<file path="src/rtl/rx2inbox.sv">
// Elastic byte FIFO between the UART receiver and the CPU INBOX.
// Drains one byte per two cycles while the INBOX is not full; counts bytes dropped when the FIFO is full.
module rx2inbox #(
  parameter int DEPTH_LOG2 = 4
) (
  input  logic                  clk,
  input  logic                  i_rst,
  input  logic                  i_wr,
  input  logic [7:0]            i_data,
  input  logic                  i_full,
  input  logic                  i_clr_ovf,
  output logic                  o_wr,
  output logic [7:0]            o_data,
  output logic [DEPTH_LOG2:0]   o_level,
  output logic                  o_overflow,
  output logic [7:0]            o_drop_count
);

  localparam int DEPTH = 1 << DEPTH_LOG2;
  localparam logic [DEPTH_LOG2:0] LEVEL_FULL = (DEPTH_LOG2 + 1)'(DEPTH);

  logic [7:0]            mem [DEPTH];
  logic [DEPTH_LOG2-1:0] wptr_reg;
  logic [DEPTH_LOG2-1:0] rptr_reg;
  logic [DEPTH_LOG2:0]   level_reg;
  logic                  wr_reg;
  logic [7:0]            data_reg;
  logic                  overflow_reg;
  logic [7:0]            drop_count_reg;

  logic full;
  logic empty;
  logic pop;
  logic push;
  logic drop;

  assign full  = (level_reg == LEVEL_FULL);
  assign empty = (level_reg == '0);
  // A pulse on o_wr blocks the next pop so the INBOX has a cycle to raise i_full.
  assign pop   = !empty && !i_full && !wr_reg;
  // A pop on the same edge frees a slot, so a push into a full FIFO still lands.
  assign push  = i_wr && (!full || pop);
  assign drop  = i_wr && full && !pop;

  // Storage has no reset; only the pointers decide which entries are valid.
  always_ff @(posedge clk) begin
    if (push) begin
      mem[wptr_reg] <= i_data;
    end
  end

  always_ff @(posedge clk or posedge i_rst) begin
    if (i_rst) begin
      wptr_reg  <= '0;
      rptr_reg  <= '0;
      level_reg <= '0;
      wr_reg    <= 1'b0;
      data_reg  <= 8'h00;
    end else begin
      wr_reg <= pop;
      if (push) begin
        wptr_reg <= wptr_reg + 1'b1;
      end
      if (pop) begin
        rptr_reg <= rptr_reg + 1'b1;
        data_reg <= mem[rptr_reg];
      end
      case ({push, pop})
        2'b10:   level_reg <= level_reg + 1'b1;
        2'b01:   level_reg <= level_reg - 1'b1;
        default: level_reg <= level_reg;
      endcase
    end
  end

  // A drop on the same edge as a clear wins: the count restarts at one.
  always_ff @(posedge clk or posedge i_rst) begin
    if (i_rst) begin
      overflow_reg   <= 1'b0;
      drop_count_reg <= 8'h00;
    end else if (drop) begin
      overflow_reg <= 1'b1;
      if (i_clr_ovf) begin
        drop_count_reg <= 8'h01;
      end else if (drop_count_reg != 8'hFF) begin
        drop_count_reg <= drop_count_reg + 8'h01;
      end
    end else if (i_clr_ovf) begin
      overflow_reg   <= 1'b0;
      drop_count_reg <= 8'h00;
    end
  end

  assign o_wr         = wr_reg;
  assign o_data       = data_reg;
  assign o_level      = level_reg;
  assign o_overflow   = overflow_reg;
  assign o_drop_count = drop_count_reg;

endmodule

</file>
<file path="config.mk">
export PLATFORM = sky130hd
export DESIGN_NAME = rx2inbox
export DESIGN_NICKNAME = d
export VERILOG_FILES = /design/src/rtl/rx2inbox.sv
export SDC_FILE = /design/constraint.sdc
export NUM_CORES = 1
export LEC_CHECK = 0
export ABC_AREA = 1
export CORE_MARGIN = 5
export CORE_UTILIZATION = 56
export CTS_BUF_LIST = sky130_fd_sc_hd__clkbuf_8
export DETAILED_ROUTE_END_ITERATION = 8
export GPL_ROUTABILITY_DRIVEN = 0
export GPL_TIMING_DRIVEN = 0
export PLACE_DENSITY = 0.78
export SLEW_MARGIN = 20
export SYNTH_ARGS = -nofsm -noshare
export SYNTH_HDL_FRONTEND = slang
export SYNTH_SLANG_ARGS = --single-unit
</file>
<file path="constraint.sdc">
create_clock -name clk -period 1.8 [get_ports clk]
set_input_delay 0.18 -clock clk [delete_from_list [all_inputs] [get_ports clk]]
set_output_delay 0.18 -clock clk [all_outputs]
set_load 0.05 [all_outputs]
</file>
==> flow_summary.ini <==
[setup_path]
worstPathArrival_ns = 2.06
cpMostUsedCell = nand2_8
endpoint_kind = register
cp_data_required_time_ns = 2.03
reg2reg_depth = 8
crit_fanout = 8
crit_chain = buf_6 -> nor4_4 -> nand3_4 -> nand2_8 -> inv_8 -> nand2_8 -> nor2_4 -> buf_4
max_stage_delay_ns = 0.42
r2r_start = o_level[0]$_DFFE_PP0P_
crit_cells = 8
criticalPathCategory = register to register
critPathSlowestCell = dfrtp_2
critPathTopFamily = simple AND/OR/NAND/NOR gates
critPathBufInv = 3
cp-startpoint = o_level[0]$_DFFE_PP0P_
critPathLaunchType = register

[grt]
grt_usage = 0.248
met1_usage = 0.330
grt_pass1_wl_mm = 26.6
grt_util_met2 = 0.401
antenna_found_initial = 0
grt_pass1_vias = 4832
grt_overflow = 0
grt_busiest_layer = met2
grt_max_degree = 32
use_met3 = 0.0617

[synthesis]
ys_warn_count = 0
ys_seq_elements = 159
ys_seq_area_frac = 0.684
syn_inst = 585
synth.top_cell.area_share = 0.569
synth_nets = 606
synth_compound_area_frac = 0.108
synth_top_family_by_area = simple AND/OR/NAND/NOR gates
synth_fa_ha_area_frac = 0.0148
async_flop_share = 0.195
synthXorXnorAreaFrac = 0.0143
synth_edf_count = 128
syn_avg_cell_area_um2 = 11.5
post-synth-top-area-cell = edfxtp_1
synthMuxAreaShare = 0
synth_commonest_cells = edfxtp_1, nor2_1, o21ai_0
synth_flop_cell = edfxtp_1
syn_area_um2 = 6750
synth-simple-area-share = 0.143
synth_area_leaders = edfxtp_1, dfrtp_1, nor2_1, o21ai_0, o211ai_1
synth_cell_types = 29

[cts]
cts_buffers = 17
cts_max_path_buffers = 2
cts_tree = done
insertion_delay_ns = 0.46
clk_pin_slew_ns = 0.09
cts_root_buf = clkbuf_8
h-tree-depth = 4
cts_num_sinks = 159

[sta]
finalSetupTns_ns = -0.453
finalSetupViolCount = 24
final.period_utilization = 1.02
skew_ns = 0.0130
tightest_slew_ns = 0.787
worst_slack_ns = -0.0312
rsz0062_at_grt = yes
hold_violations = 0
drv_slew = 0
period_needed_ns = 1.83
clock.fmax_ghz = 0.546
relSlewSlack = 0.473

[finish]
drive_gt1_frac = 0.214
fillers = 795
area.growth.synth_to_final_pct = 22.3
largest-register = mem
diodes = 0
nets = 687
largest_register_ffs = 128

[floorplanning]
die_area_um2 = 14400
ios = 36
start_util = 0.567
die_h_um = 120
core_area_um2 = 11900
placementRows = 40
die_w_um = 120

[detailed_routing]
drt-wirelength-per-cell_um = 21.0
first_pass_iters = 5
vias_per_cell = 6.06
drt-total-wl_mm = 17.3
drt_iter0_drc = 691
vias = 5004
postRouteAntennaNets = 0
drc_errors = 0

[run]
drv_cap = 0

[status]
violations = negative setup slack
status = complete, but fails checks

[placed_design]
post-dp-hpwl_mm = 11.2
portBuffers = 35

[power_and_ir_drop]
power_density_nw_per_um2 = 1550
ir_worst_vdd_v = 0.000742
p_leak_nw = 3.00
finalPower_mw = 12.8

[min_path]
hp-class = input port to asynchronous set/reset pin
## area by class of cell
class                   instances  area (µm²)  area share
plain buffers                  26         176      0.0214
flip-flops and latches        159        4630       0.560
multi-input cells             367        2190       0.265
well taps                     147         184      0.0223
repair buffers                 63         606      0.0733
inverters                      32         130      0.0158
clock inverters                15         109      0.0132
clock buffers                  17         234      0.0283
## final timing paths
kind                                                to  slack [ns]
worst max-delay path               mem[4][3]$_DFFE_PP_       -0.03
worst min-delay path             o_data[4]$_DFFE_PP0N_        0.13
worst max register to register     mem[4][3]$_DFFE_PP_       -0.03
worst min register to register  o_overflow$_DFFE_PP0P_        0.48
max in group asynchronous       o_level[0]$_DFFE_PP0P_        1.19
min in group clk                o_overflow$_DFFE_PP0P_        0.48
## layer usage
metal / share of wire / wire (µm)
met2: 0.49 / 8460
met4: 0.026 / 455
met5: 0 / 0
met1: 0.39 / 6790
met3: 0.094 / 1620
## metrics by stage
step	cell area [µm²]	setup WS [ns]	cells	hold WS (ns)	utilization
floorplan	6950	-0.0129	585	0.276	-
global placement	7490	-0.460	767	0.470	0.629
detailed placement	7490	-0.465	767	0.467	0.629
CTS	8030	-0.0340	814	0.143	0.674
global route	8260	-0.0937	826	0.211	0.693
finish	8260	-0.0312	826	0.126	0.693
## where the power goes
part / switching (mW) / internal, mW
registers: 0.345 / 4.51
clock network: 1.38 / 0.968
logic: 3.82 / 1.81
## layout by cell type (no fill, tap or decap), types with 3 or more instances in the layout
cell             netlist  layout
o21ai_0               75      69
nand2_8                0       4
buf_4                  0      22
clkbuf_2               0       6
nand2_1               50      44
nand2_4                4       4
inv_2                  0       6
clkbuf_1              16       3
buf_2                 11       3
nand3_4                0       3
nor2_1               128     110
nand3_1               21      20
dlygate4sd2_1          0      22
inv_1                 28      22
nor2_4                 1      18
buf_12                 0       4
a31oi_1                8       8
clkdlybuf4s50_1        0      12
clkbuf_8               0      17
clkinv_2               1       8
edfxtp_1             128     128
o21ai_1                6      11
o211ai_1              32      32
dfrtp_2                0       8
nand4_1                9       9
xor2_1                10      10
inv_6                  0       6
dfrtp_1               31      23
buf_6                  0      10
clkbuf_4               0       6
ha_1                   8       5
clkinv_4               0       3
## timing repair
action / CTS / global route
resized for setup: 45 / 57
setup buffers: 15 / 14
pin swaps: 9 / 15
hold buffers: 0 / 0
hold endpoints to repair: 0 / 0
setup endpoints to repair: 160 / 146
## kinds of logic (layout without fill, tap and decap cells)
| family | count (synthesis) | count (layout) |
|---|---|---|
| fa+ha+maj | 8 | 8 |
| xor+xnor | 11 | 11 |
| simple gates | 223 | 223 |
| buf+inv | 59 | 153 |
| flops | 159 | 159 |
| compound gates | 125 | 125 |
(Power assumes the default switching activity.)
